**config.mk**
```make
export PLATFORM = sky130hd
export DESIGN_NAME = alu_link_unit
export DESIGN_NICKNAME = d
export VERILOG_FILES = /design/src/rtl/alu_link_unit.sv
export SDC_FILE = /design/constraint.sdc
export NUM_CORES = 1
export LEC_CHECK = 0
export BUFFER_PORTS_ARGS = -buffer_cell sky130_fd_sc_hd__buf_2
export CORE_MARGIN = 1.5
export CORE_UTILIZATION = 25
export CTS_CLUSTER_DIAMETER = 40
export DETAILED_ROUTE_END_ITERATION = 6
export SLEW_MARGIN = 20
export SYNTH_ARGS = -nofsm -noshare
export SYNTH_HDL_FRONTEND = slang
export SYNTH_SLANG_ARGS = --single-unit
export TNS_END_PERCENT = 20
```
**constraint.sdc**
```tcl
create_clock -name clk -period 2.83 [get_ports clk]
set_input_delay 0.1415 -clock clk [delete_from_list [all_inputs] [get_ports clk]]
set_output_delay 0.1415 -clock clk [all_outputs]
set_load 0.05 [all_outputs]
```
**src/rtl/alu_link_unit.sv**
```systemverilog
// Operate-class ALU/rotate stage over the 13-bit Link:AC pair with a busy/done handshake.
// Optional byte swap on op 9 is enabled by defining PDP8_BSW_EN.
module alu_link_unit #(
    parameter logic LINK_INIT = 1'b0
) (
    input  logic        clk,
    input  logic        reset,
    input  logic [11:0] a,
    input  logic [11:0] b,
    input  logic [3:0]  op,
    input  logic        start,
    input  logic        cll,
    input  logic        cml,
    input  logic        oe,
    output logic [11:0] out,
    output logic        link,
    output logic        busy,
    output logic        done
);

    // The completion cycle is carried by done_q; the FSM is back in idle
    // during it, so a new start edge can follow two cycles after the last.
    typedef enum logic [0:0] {StIdle, StExec} state_e;

    state_e      state_q;
    logic        start_q;
    logic [3:0]  op_q;
    logic [11:0] b_q;
    logic [12:0] work_q;
    logic [1:0]  count_q;
    logic [11:0] result_q;
    logic        link_q;
    logic        done_q;

    logic        start_edge;
    logic        link_mod;
    logic [12:0] step_next;
    logic [12:0] sum;
    logic [12:0] inc;

    assign start_edge = start & ~start_q;

    always_comb begin
        link_mod = link_q;
        if (cll && cml) begin
            link_mod = 1'b1;
        end else if (cll) begin
            link_mod = 1'b0;
        end else if (cml) begin
            link_mod = ~link_q;
        end
    end

    // One execution step; work_q holds {L, AC}.
    always_comb begin
        sum       = {1'b0, work_q[11:0]} + {1'b0, b_q};
        inc       = {1'b0, work_q[11:0]} + 13'd1;
        step_next = work_q;
        case (op_q)
            4'd1: step_next = {work_q[12], work_q[11:0] & b_q};
            4'd2: step_next = {work_q[12] ^ sum[12], sum[11:0]};
            4'd3: step_next = {work_q[12] ^ inc[12], inc[11:0]};
            4'd4, 4'd5: step_next = {work_q[11:0], work_q[12]};
            4'd6, 4'd7: step_next = {work_q[0], work_q[12:1]};
            4'd8: step_next = {work_q[12], ~work_q[11:0]};
`ifdef PDP8_BSW_EN
            4'd9: step_next = {work_q[12], work_q[5:0], work_q[11:6]};
`endif
            default: step_next = work_q;
        endcase
    end

    always_ff @(posedge clk) begin
        start_q <= start;
        if (reset) begin
            state_q  <= StIdle;
            op_q     <= 4'd0;
            b_q      <= 12'd0;
            work_q   <= 13'd0;
            count_q  <= 2'd0;
            result_q <= 12'd0;
            link_q   <= LINK_INIT;
            done_q   <= 1'b0;
        end else begin
            done_q <= 1'b0;
            unique case (state_q)
                StIdle: begin
                    link_q <= link_mod;
                    if (start_edge) begin
                        op_q    <= op;
                        b_q     <= b;
                        work_q  <= {link_mod, a};
                        count_q <= (op == 4'd5 || op == 4'd7) ? 2'd2 : 2'd1;
                        state_q <= StExec;
                    end
                end
                StExec: begin
                    work_q  <= step_next;
                    count_q <= count_q - 2'd1;
                    if (count_q == 2'd1) begin
                        result_q <= step_next[11:0];
                        link_q   <= step_next[12];
                        done_q   <= 1'b1;
                        state_q  <= StIdle;
                    end
                end
                default: state_q <= StIdle;
            endcase
        end
    end

    assign out  = oe ? result_q : 12'd0;
    assign link = link_q;
    assign busy = (state_q == StExec);
    assign done = done_q;

endmodule

```
==> After elaboration in Yosys (flattened, before gate mapping) <==
Index checks and enable logic that the tools add are counted.
{ "op_classes": {"shift": 0, "n_bitwise": 8, "n_lt_le_gt_ge": 0, "n_reduce_logical": 7, "multipliers": 0, "div_mod_pow": 0, "muxes": 16, "addsub": 3, "n_eq_ne": 13} }
{ "op_table": {"columns": ["op", "n"], "rows": [
  ["case mux 13 bit (6 select lines)", 1],
  ["case mux 13 bit (2 select lines)", 1],
  ["equality test 4 x 3 -> 1 bit, second input constant", 6],
  ["adder 12 x 1 -> 13 bit, second input constant", 1],
  ["adder 12 x 12 -> 13 bit", 1],
  ["two-way mux 13 bit", 1],
  ["AND 12 bit", 1],
  ["two-way mux 12 bit", 1],
  ["NOT 12 bit", 1],
  ["equality test 4 x 2 -> 1 bit, second input constant", 2],
  ["two-way mux 1 bit", 7],
  ["OR reduction 2 bit", 3],
  ["equality test 4 x 1 -> 1 bit, second input constant", 1],
  ["equality test 4 bit, second input constant", 1],
  ["two-way mux 2 bit", 2],
  ["case mux 1 bit (2 select lines)", 2],
  ["case mux 2 bit (2 select lines)", 1],
  ["AND reduction 2 bit", 2],
  ["NOT 1 bit", 3],
  ["equality test 2 x 1 -> 1 bit, second input constant", 1],
  ["inequality test 2 x 1 -> 1 bit, second input constant", 1],
  ["inequality test 2 bit, second input constant", 1],
  ["subtractor 2 x 1 -> 2 bit, second input constant", 1],
  ["bitwise XOR 1 bit", 2],
  ["3 further kinds", 3]
]} }
{ "word_totals": {"n_memories": 0, "ff_bits": 47, "latch_bits": 0, "ramBits": 0, "elab_cells": 56, "romBits": 0, "output_inout_bits": 15} }

==> Logic depth before layout (Yosys ltp) <==
{ "logic_depth": {"depth_word": 6, "ltp_mapped": 9, "depth_no_buf": 9} }

==> Worst setup path after synthesis <==
No wires, ideal clock.
{ "synth_timing": {"path_type": "register to register", "startpoint": "register work_q[1]", "endpoint": "register work_q[8]", "required_time_ns": 2.691, "arrival_ns": 2.056, "stages_incl_launch_ff": 10, "setup_time_ns": 0.139, "path_slack_ns": 0.636, "cell_sequence": "dfxtp_1 -> buf_2 -> inv_1 -> fa_1 -> nand2b_1 -> a211oi_1 -> nor2_1 -> xnor2_1 -> a221oi_1 -> a211oi_1"} }
{ "synth_via": {"elab_chain_len": 3, "word_cells_on_any_way": 4, "cone_classes": "add/sub: 2; mux: 2"} }
{ "synth_lines": {"columns": ["element", "line", "rtl"], "rows": [
  ["start, declared", "29", "logic [12:0] work_q;"],
  ["start signal, assigned", "92", "work_q <= {link_mod, a};"],
  ["start signal, assigned", "98", "work_q <= step_next;"],
  ["adder 12 x 1 -> 13 bit or adder 12 x 12 -> 13 bit (tied branches)", "57, 56", null],
  ["case mux 13 bit (6 select lines) (*)", "59", "case (op_q)"],
  ["case mux 13 bit (2 select lines) (*)", "86", "unique case (state_q)"]
]} }
Every way passes the cells marked *; elsewhere a longest branch is shown, timed or not.
A chain may end at the register's enable or synchronous reset.

==> Final worst setup path <==
Ends and elaborated chain as after synthesis.

==> impl_metrics.py <==
metrics = {
    "pwr": {
        "internal_power_mw": 1.22,
        "combPwrFrac": 0.281,
        "vdd_ir_drop_max_v": 0.000201,
        "seqPwrFrac": 0.412,
        "p_clk_frac": 0.307,
        "powerDensity_nw_per_um2": 436,
        "switching_share": 0.330,
        "power.leakage_nw": 1.60,
        "total_switching_power_mw": 0.602,
    },
    "floorplanning": {
        "die_x_um": 123,
        "rows": 43,
        "io_pins": 49,
        "core_um2": 14000,
        "die_area_um2": 15200,
        "die-height_um": 123,
        "start_util": 0.259,
    },
    "sta": {
        "finClkSkew_ps": 3.79,
        "slew-limit-headroom": 0.520,
        "hold_violations": 0,
        "fin_ws_ps": 319,
        "rsz0062_at_grt": "false",
        "setup_tns_ps": 0,
        "clock.fmax_ghz": 0.398,
        "min_period_ps": 2510,
        "hold-worst-slack_ps": 94.4,
        "worst_pin_slew_ps": 715,
        "final-setup-viol-count": 0,
        "report.final.slew_viol_count": 0,
        "finalCritPeriodShare": 0.887,
    },
    "critical_path": {
        "worstSetupPathType": "flop to flop",
        "crit_top_cell": "a211oi_1",
        "required_ps": 2970,
        "slowest_stage": "dfxtp_1",
        "critPathBufInv": 1,
        "regToRegStartpoint": "work_q[1]$_SDFFE_PP0P_",
        "crit_path_end_kind": "flop",
        "path_cells": "inv_1 > fa_1 > nand2b_1 > a211oi_1 > nor2_1 > xnor2_1 > a221oi_1 > a211oi_1",
        "r2r_setup_slack_ps": 320,
        "crit_path_max_incr_delay_ps": 520,
        "r2r_end": "work_q[8]$_SDFFE_PP0P_",
        "crit_fanout": 10,
        "start_kind": "flop",
        "crit_family": "compound AO/OA/AOI/OAI gates",
        "arrival_ps": 2650,
        "rr_worst_depth": 8,
    },
    "clock_tree": {
        "cts_tree": "yes",
        "numCtsBuffers": 5,
        "cts_sinks": 47,
        "postCtsSetupRepairBufs": 0,
        "clockBufferDepth": 2,
        "clk_pin_slew_worst_paths_ps": 60,
        "clk-insertion-delay-late_ps": 280,
        "htreeDepth": 2,
        "ctsHoldBuffers": 1,
        "cts-root-buf": "clkbuf_16",
        "post_cts_resized": 0,
    },
    "grt": {
        "gr-usage-all-layers": 0.168,
        "grt_max_degree": 35,
        "grt_pass1_vias": 3506,
        "antenna_found_initial": 0,
        "grt-ovfl-total": 0,
        "grt_pass1_wl_um": 19500,
    },
    "synthesis": {
        "ys_seq_elements": 47,
        "ys_types": 69,
        "syn_area_per_cell_um2": 7.67,
        "syn_area_um2": 3620,
        "seq_area_frac_synth": 0.260,
        "async_reset_ff_frac": 0,
        "synth_fp_nets": 521,
        "synth-edff-count": 0,
        "synthesis.instances": 472,
        "synth-main-ff-cell": "dfxtp_1",
        "synth_warnings": 0,
    },
    "layout": {
        "nFillCells": 1573,
        "antennaDiodeCount": 0,
        "final_common_cell": "nand2_1",
        "drive_gt1_frac": 0.175,
        "area_growth_pct": 15.4,
        "fin_nets": 559,
        "layout_common_cells": "nand2_1, buf_2, dfxtp_1, a21oi_1, nor2_1",
    },
    "min_path": {
        "min_from": "b[4]",
        "holdPathEnd": "b_q[4]$_SDFFE_PP0P_",
        "holdPathStages": 3,
        "hold_class": "input pin to flop",
    },
    "route": {
        "dr.pass1.iters": 4,
        "routed_wl_um": 12400,
        "antenna_left": 0,
        "drcViolationCount": 0,
        "wl_per_cell_um": 17.9,
        "vias_per_cell": 5.36,
        "num_vias": 3695,
        "drt_iter0_drc": 194,
    },
    "place": {
        "pre_cts_ws_ps": 332,
        "place.gp.congestion": 0.917,
        "portBuffers": 48,
        "dp_hpwl_um": 9490,
    },
    "job": {
        "maxCapViolCount": 0,
    },
    "status": {
        "status": "finished, final reports clean",
    },
}
routing by layer:
| layer | part of all wire | global-route usage | vias to the layer above |
|---|---|---|---|
| li1 | - | - | 1802 |
| met1 | 0.43 | 0.214 | 1760 |
| met2 | 0.49 | 0.289 | 109 |
| met3 | 0.052 | 0.0221 | 24 |
| met4 | 0.029 | 0.0625 | 0 |
| met5 | 0 | 0 | - |
stage by stage:
stage / util / cell area (um2) / cells / power, mW
2_1_floorplan: - / 3620 / 472 / 1.12
3_3_place_gp: 0.289 / 4040 / 682 / 1.27
3_5_place_dp: 0.289 / 4040 / 682 / 1.28
4_1_cts: 0.299 / 4180 / 689 / 1.85
5_1_grt: 0.299 / 4180 / 689 / 1.93
6_report: 0.299 / 4180 / 689 / 1.82
logic make-up (layout without fill, tap and decap cells):
group	count (synthesis)	count (layout)	synth area share
adder cells (fa/ha/maj)	15	15	0.0539
XOR/XNOR	11	11	0.0287
AO/OA/AOI/OAI	157	157	0.300
flip-flops	47	47	0.260
buffers and inverters	52	89	0.0712
AND/OR/NAND/NOR	181	181	0.261
multiplexers	9	9	0.0249
worst max path at each step:
| stage | from | endpoint | slack (ps) | cells past startpoint |
|---|---|---|---|---|
| after floorplan | work_q[1]$_SDFFE_PP0P_ | work_q[8]$_SDFFE_PP0P_ | 640 | 9 |
| after global placement | work_q[1]$_SDFFE_PP0P_ | result_q[8]$_SDFFE_PP0P_ | 410 | 8 |
| after detailed placement | work_q[1]$_SDFFE_PP0P_ | work_q[8]$_SDFFE_PP0P_ | 330 | 8 |
| after CTS | work_q[1]$_SDFFE_PP0P_ | result_q[8]$_SDFFE_PP0P_ | 310 | 8 |
| after global routing | work_q[1]$_SDFFE_PP0P_ | result_q[8]$_SDFFE_PP0P_ | 5 | 8 |
| final | work_q[1]$_SDFFE_PP0P_ | work_q[8]$_SDFFE_PP0P_ | 320 | 8 |
sequential cells by signal, indices dropped and copies added (netlist names):
register	count
work_q	13
busy	1
done	1
op_q	4
count_q	2
start_q	1
result_q	12
link	1
b_q	12
power groups by stage:
stage                     registers (mW)  logic, mW  clock network (mW)
after CTS                          0.751      0.513               0.583
after global placement             0.763      0.507                   0
after global routing               0.757      0.567               0.609
final                              0.751      0.513               0.560
after floorplan                    0.749      0.367                   0
after detailed placement           0.766      0.510                   0
tightest hold or removal path, cell delays in order:
cell	delay [ps]
buf_2	100
nand2_1	40
a21oi_1	50
cell type report:
cell class	count	area (um2)	share of cell area
multi-input cells	373	2430	0.580
flip-flops and latches	47	941	0.225
repair buffers	71	415	0.0993
well taps	180	225	0.0539
clock buffers	6	129	0.0308
inverters	12	45.0	0.0108
synth_stat cells (all sizes together) (4+ instances only):
cell	n	area share
clkbuf	15	0.016
nand2b	9	0.016
nand3	7	0.0097
and2	17	0.029
and3	4	0.0069
a211oi	27	0.057
o32a	4	0.011
mux2i	9	0.025
nor2	37	0.038
nor3	10	0.018
nand2	62	0.064
buf	25	0.043
a21o	5	0.010
a31oi	7	0.014
o21ai	23	0.032
a221oi	10	0.028
nand3b	4	0.0083
ha	14	0.048
nand4	4	0.010
nor3b	6	0.015
dfxtp	47	0.26
xnor2	9	0.024
inv	11	0.011
a21oi	43	0.059
nor2b	12	0.021
Power figures use the tool's default switching activity.
